===== config.mk =====
export PLATFORM = sky130hd
export DESIGN_NAME = mem
export DESIGN_NICKNAME = d
export VERILOG_FILES = /design/src/rtl/mem_pkg.sv /design/src/rtl/mem.sv
export SDC_FILE = /design/constraint.sdc
export NUM_CORES = 1
export LEC_CHECK = 0
export CORE_MARGIN = 5
export CORE_UTILIZATION = 30
export CTS_CLUSTER_DIAMETER = 120
export DETAILED_ROUTE_END_ITERATION = 16
export GPL_TIMING_DRIVEN = 0
export PLACE_DENSITY_LB_ADDON = 0.05
export SETUP_SLACK_MARGIN = 0.15
export SLEW_MARGIN = 30
export SYNTH_ARGS = -nofsm -noshare
export SYNTH_HDL_FRONTEND = slang
export SYNTH_SLANG_ARGS = --single-unit
export TNS_END_PERCENT = 100

===== constraint.sdc =====
create_clock -name clk -period 3.2 [get_ports clk]
set_clock_uncertainty 0.2 [all_clocks]
set_input_delay 0.64 -clock clk [delete_from_list [all_inputs] [get_ports clk]]
set_output_delay 0.64 -clock clk [all_outputs]
set_load 0.03 [all_outputs]

===== src/rtl/mem_pkg.sv =====
// Shared constants and helpers for the simple dual-port RAM.
// Default geometry is 100 words of 8 bits; depth need not be a power of two.
package mem_pkg;

    localparam int unsigned MEM_WIDTH = 8;
    localparam int unsigned MEM_DEPTH = 100;

    // The address space is 2^ADDR_W, so addresses at or above depth exist but map to no word.
    function automatic logic addr_in_range(input int unsigned addr, input int unsigned depth);
        return addr < depth;
    endfunction

endpackage


===== src/rtl/mem.sv =====
// Simple dual-port synchronous RAM with a registered read and one-cycle latency.
// A read and a write to the same address on the same edge return the new data.
module mem
    import mem_pkg::*;
#(
    parameter int unsigned WIDTH = MEM_WIDTH,
    parameter int unsigned DEPTH = MEM_DEPTH,
    localparam int unsigned ADDR_W = (DEPTH > 1) ? $clog2(DEPTH) : 1
) (
    input  logic              clk,
    input  logic              rst,
    input  logic              wr_en,
    input  logic [ADDR_W-1:0] wr_addr,
    input  logic [WIDTH-1:0]  wr_data,
    input  logic              rd_en,
    input  logic [ADDR_W-1:0] rd_addr,
    output logic [WIDTH-1:0]  rd_data,
    output logic              addr_err
);

    logic [WIDTH-1:0] mem_q [DEPTH];
    logic [WIDTH-1:0] rd_data_q, rd_data_d;
    logic             addr_err_q, addr_err_d;
    logic             wr_ok, rd_ok;
    logic             wr_go;

    assign wr_ok = addr_in_range(32'(wr_addr), DEPTH);
    assign rd_ok = addr_in_range(32'(rd_addr), DEPTH);
    assign wr_go = wr_en && wr_ok;

    always_ff @(posedge clk) begin
        if (rst) begin
            for (int unsigned i = 0; i < DEPTH; i++) begin
                mem_q[i] <= '0;
            end
        end else if (wr_go) begin
            mem_q[wr_addr] <= wr_data;
        end
    end

    always_comb begin
        rd_data_d = rd_data_q;
        if (rd_en) begin
            if (!rd_ok) begin
                rd_data_d = '0;
            end else if (wr_go && (wr_addr == rd_addr)) begin
                rd_data_d = wr_data;
            end else begin
                rd_data_d = mem_q[rd_addr];
            end
        end
    end

    always_comb begin
        addr_err_d = (wr_en && !wr_ok) || (rd_en && !rd_ok);
    end

    always_ff @(posedge clk) begin
        if (rst) begin
            rd_data_q  <= '0;
            addr_err_q <= 1'b0;
        end else begin
            rd_data_q  <= rd_data_d;
            addr_err_q <= addr_err_d;
        end
    end

    assign rd_data  = rd_data_q;
    assign addr_err = addr_err_q;

endmodule


==> flow_metrics.py, run 1 <==
metrics = {
    "routing": {
        "ant_nets": 0,
        "vias_per_cell": 4.93,
        "wl_per_cell_um": 29.9,
        "num_vias": 26700,
        "routed_wl_um": 162000,
        "drt_iter0_markers": 2105,
        "drc": 0,
        "first_pass_iters": 5,
    },
    "cts": {
        "postCtsSetupBuffers": 0,
        "clk_pin_slew_ns": 0.06,
        "cts_buffers": 119,
        "clkLatencyLatePin_ns": 0.74,
        "tritoncts": "built",
        "clk_path_buf_depth": 3,
        "cts_root_buffer": "clkbuf_16",
        "cts.sinks": 1033,
        "cts.htree.levels": 3,
    },
    "die": {
        "initial_core_util_pct": 30.2,
        "io_pins": 35,
        "die_area_sq_um": 161000,
        "die_h_um": 401,
        "die_width_um": 401,
        "fp-row-count": 143,
        "core_area_sq_um": 152000,
    },
    "synth": {
        "ys_seq_elements": 1033,
        "synth_edf_count": 1024,
        "yosys_warnings": 0,
        "avgSynthCellArea_sq_um": 15.8,
        "synthFlopType": "edfxtp_1",
        "synth.distinct_cells": 45,
        "netlist_area_sq_um": 45900,
        "synth_cells": 2905,
        "ys_seq_area_share_pct": 67.4,
        "synthArstFlopShare_pct": 0,
    },
    "critical_path": {
        "cp.arrival_ns": 3.47,
        "path_class": "in -> reg",
        "crit_family": "compound AO/OA/AOI/OAI gates",
        "crit_chain": "buf_2 > buf_2 > clkbuf_4 > mux2i_1 > o22ai_1 > a2111oi_2 > a21oi_1 > a21oi_1 > a21oi_1 > a221o_1",
        "path_common_cell": "a21oi_1",
        "cp.buffers_inverters": 3,
        "end_kind": "flip-flop",
        "startpoint": "rd_addr[1]",
        "crit_fanout": 10,
        "r2r_start": "mem_q[12][0]",
        "crit_slowest_cell": "a2111oi_2",
        "critPathMaxStageDelay_ns": 0.58,
        "worstPathRequired_ns": 3.61,
        "worstSetupStartpointType": "input pin",
    },
    "worst_hold_path": {
        "hold_class": "in -> reg",
        "hold_path_startpoint": "wr_data[0]",
    },
    "place": {
        "hpwl_um": 116000,
        "portBuffers": 26,
        "place_area_sq_um": 49800,
        "gp_congestion": 0.859,
    },
    "cells_and_area": {
        "final_nets": 3309,
        "final_area_sq_um": 54200,
        "final_cell_mix": "edfxtp_1, and2_1, conb_1",
        "final_common_cell": "edfxtp_1",
        "area_growth_pct": 18.1,
        "drive_gt1_share_pct": 20.5,
        "fin_util_pct": 35.7,
    },
    "grt": {
        "antenna_found_initial": 12,
        "groute.usage.overall_pct": 19.8,
        "overflow": 0,
        "grt_max_degree": 31,
        "grt_pass1_wl_um": 222000,
        "grt_pass1_vias": 27700,
    },
    "outcome": {
        "status": "complete, no violations",
    },
    "pwr": {
        "p_per_area_nw_per_um2": 586,
        "power_leakage_nw": 19.0,
        "peakVddDrop_v": 0.000451,
    },
    "timing": {
        "fin_crit_sh_pct": 95.6,
        "fin_crit_ns": 3.06,
        "relSlewSlack_pct": 26.1,
        "finalHoldViolCount": 0,
        "drv_slew": 0,
        "rsz0062_at_grt": "yes",
        "setup_viol": 0,
        "clock.fmax_mhz": 327,
        "worst_slew_pin_slew_ns": 1.11,
    },
    "run": {
        "cap_violations": 0,
    },
}
[kinds of logic after synthesis]
logic type	count (synthesis)	synth area share, %
XOR/XNOR	7	0.134
multiplexers	320	12.2
AND/OR/NAND/NOR	1047	13.6
AO/OA/AOI/OAI	264	4.34
flip-flops	1033	67.4
buffers and inverters	233	2.33
other	1	0.00817
[cell type report]
cell class | count | area, sq um
plain buffers | 233 | 1300
diodes | 9 | 22.5
well taps | 2030 | 2540
flip-flops and latches | 1033 | 30900
clock buffers | 154 | 3180
multi-input cells | 1862 | 15300
repair buffers | 34 | 434
clock inverters | 67 | 558
fillers | 14700 | 97800
[worst paths after layout]
path / endpoint / slack (ns) / cells after the start
worst min register to register: rd_data[4] / 0.46 / 2
worst max register to register: rd_data[0] / 0.30 / 7
worst max-delay path: rd_data[0] / 0.14 / 10
worst min-delay path: mem_q[109][0] / 0.23 / 1
[metrics by stage]
stage / setup TNS [ns] / worst slack [ns] / power [mW] / cells / hold WS [ns]
floorplan: 0 / 0.300 / 17.4 / 3128 / 0.488
global placement: -2188.09 / -2.56 / 18.6 / 5184 / 0.390
detailed placement: -1157.00 / -2.15 / 18.7 / 5192 / 0.401
CTS: 0 / 0.0589 / 32.1 / 5413 / 0.232
global route: 0 / 0.143 / 32.9 / 5414 / 0.226
finish: 0 / 0.140 / 31.8 / 5422 / 0.231
[Yosys cell counts, drive strengths merged (9+ instances only)]
cell / n / area (sq um)
mux4: 192 / 4320
buf: 70 / 458
o22ai: 38 / 238
and3: 67 / 419
and2: 741 / 4640
a22oi: 46 / 345
clkbuf: 163 / 612
edfxtp: 1024 / 30700
nor2b: 9 / 56.3
nor2: 100 / 375
mux2i: 128 / 1280
o221ai: 32 / 280
or2: 92 / 576
nand3: 9 / 45.0
a21oi: 45 / 225
a22o: 31 / 272
a211oi: 14 / 105
dfxtp: 9 / 180
a2111oi: 27 / 289
nand2: 17 / 63.8
[flip-flops by register name, indices dropped and copies added (netlist names)]
register and cells:
rd_data 8, addr_err 1, mem_q 1024
[timing repair]
action	CTS	global route
hold buffers	0	0
gates resized for setup	204	55
setup endpoints to repair	903	204
[metal layers]
layer	global-route usage (%)	up-vias	share of wire, %
li1	-	11600	-
met1	26.8	14000	43
met2	32.5	842	47
met3	3.53	243	6.1
met4	6.41	4	3.7
met5	0	-	0.020
[report_power, final]
part | total (mW) | leakage, nW | switching, mW | internal (mW)
logic | 2.61 | 7.27 | 1.75 | 0.854
clock network | 13.3 | 1.84 | 5.62 | 7.68
registers | 15.9 | 9.86 | 0.212 | 15.6
total | 31.8 | 19.0 | 7.59 | 24.2
No activity file was read; power rests on OpenSTA's default activity.
==> inputs of run 2 (changes only) <==
--- a/config.mk
+++ b/config.mk
@@ -10,7 +10,7 @@
 export CTS_CLUSTER_DIAMETER = 120
 export DETAILED_ROUTE_END_ITERATION = 16
 export GPL_TIMING_DRIVEN = 0
-export PLACE_DENSITY_LB_ADDON = 0.05
+export MAX_ROUTING_LAYER = met4
 export SETUP_SLACK_MARGIN = 0.15
 export SLEW_MARGIN = 30
 export SYNTH_ARGS = -nofsm -noshare
==> flow_metrics.py, run 2 (synthesis results as in run 1) <==
metrics = {
    "outcome": {
        "status": "complete, no violations",
    },
    "die": {
        "die_width_um": 401,
        "die_area_sq_um": 161000,
        "core_area_sq_um": 152000,
        "io_pins": 35,
        "die_h_um": 401,
        "initial_core_util_pct": 30.2,
        "fp-row-count": 143,
    },
    "cells_and_area": {
        "largest_register_ffs": 1024,
        "final_cell_mix": "edfxtp_1, and2_1, conb_1",
        "final_nets": 3295,
        "final_common_cell": "edfxtp_1",
        "drive_gt1_share_pct": 20.6,
        "final_cells": 5386,
        "top_register": "mem_q",
        "area_growth_pct": 17.0,
    },
    "cts": {
        "cts.htree.levels": 3,
        "clk_path_buf_depth": 3,
        "tritoncts": "built",
        "cts_buffers": 107,
        "postCtsSetupBuffers": 0,
        "cts.sinks": 1033,
        "clk_pin_slew_ns": 0.06,
        "cts_root_buffer": "clkbuf_16",
        "clkLatencyLatePin_ns": 0.70,
    },
    "routing": {
        "wl_per_cell_um": 25.9,
        "dr_wl_met2_um": 64000,
        "num_vias": 27000,
        "ant_nets": 0,
        "highest_layer": "met4",
        "wl_met1_um": 58000,
        "drt_iter0_markers": 3094,
        "first_pass_iters": 6,
        "drc": 0,
        "vias_per_cell": 5.01,
        "routed_wl_um": 139000,
        "wl_met3_um": 11500,
    },
    "timing": {
        "rsz0062_at_grt": "yes",
        "setup_viol": 0,
        "finalHoldViolCount": 0,
        "worst_slew_pin_slew_ns": 1.12,
        "drv_slew": 0,
        "fin_crit_sh_pct": 98.0,
        "clock.fmax_mhz": 319,
        "relSlewSlack_pct": 25.1,
        "fin_crit_ns": 3.14,
        "worst_slack_ns": 0.0648,
        "setup_tns_ns": 0,
    },
    "critical_path": {
        "path_class": "in -> reg",
        "worstPathRequired_ns": 3.56,
        "end_kind": "flip-flop",
        "worstSetupStartpointType": "input pin",
        "crit_fanout": 10,
        "cp.arrival_ns": 3.49,
    },
    "place": {
        "hpwl_um": 97600,
        "gp_congestion": 0.957,
        "place_ws_ns": -1.71,
        "dp.cells": 5190,
        "portBuffers": 26,
    },
    "grt": {
        "grt_pass1_vias": 26800,
        "grt_max_degree": 31,
        "groute.usage.overall_pct": 17.4,
        "antenna_found_initial": 10,
        "overflow": 0,
        "grt_pass1_wl_um": 197000,
    },
    "pwr": {
        "p_per_area_nw_per_um2": 564,
        "power_leakage_nw": 18.7,
        "peakVddDrop_v": 0.000363,
    },
    "worst_hold_path": {
        "hold_class": "in -> reg",
    },
    "run": {
        "cap_violations": 0,
    },
}
## run 2: cell types whose count changed in the layout (fill, tap and decap cells not counted), sizes merged
cell,before,now
clkinvlp,2,3
dlygate4sd2,2,0
dlymetal6s2s,1,0
inv,4,3
bufinv,9,6
buf,83,80
clkdlybuf4s50,14,17
diode,9,6
clkdlybuf4s18,0,1
clkbuf,318,299
clkinv,52,43
## run 2: timing repair
item / CTS / global route
setup endpoints to repair: 774 / 657
hold buffers: 0 / 0
resized for setup: 153 / 134
## run 2: layout make-up
type,count,area (sq um)
antenna,6,15.0
buffer,233,1280
clock buffer,135,2830
clock inverter,55,418
fill,14600,98300
multi-input combinational,1862,15400
sequential,1033,30900
tap,2030,2540
timing repair buffer,32,310
## run 2: final timing paths
path,start,depth (start not counted),slack (ns),endpoint
worst max register to register,mem_q[14][0],7,0.27,rd_data[0]
worst min register to register,rd_data[4],2,0.43,rd_data[4]
worst min-delay path,wr_data[7],1,0.28,mem_q[106][7]
worst max-delay path,rd_addr[4],8,0.06,rd_data[1]
## run 2: where the power goes
part / internal, mW / leakage, nW / switching, mW / total, mW
Clock: 6.68 / 1.59 / 5.26 / 11.9
Combinational: 0.847 / 7.20 / 1.65 / 2.50
Sequential: 15.6 / 9.86 / 0.209 / 15.8
Total: 23.2 / 18.7 / 7.12 / 30.3
## run 2: routing by layer
metal,GRT usage (%),up-vias
li1,-,11500
met1,22.9,13900
met2,26.7,1195
met3,3.62,291
met4,6.49,0
met5,-,-
## run 2: worst max-delay path, stage by stage
cell and delay (ns):
clkdlybuf4s50_1 0.56, clkbuf_2 0.28, clkbuf_2 0.47, a211oi_1 0.51, a22o_1 0.33, o22ai_1 0.22, a311oi_1 0.37, o21ai_1 0.09
## run 2: stage by stage
stage | cell area [sq um] | hold WS, ns | total power, mW | util [%]
after CTS | 53300 | 0.258 | 30.3 | 35.1
after detailed placement | 49700 | 0.438 | 18.5 | 32.7
final | 53700 | 0.284 | 30.3 | 35.3
after global routing | 53700 | 0.303 | 31.1 | 35.3
after global placement | 49600 | 0.457 | 18.5 | 32.6
after floorplan | 46800 | 0.488 | 17.4 | -
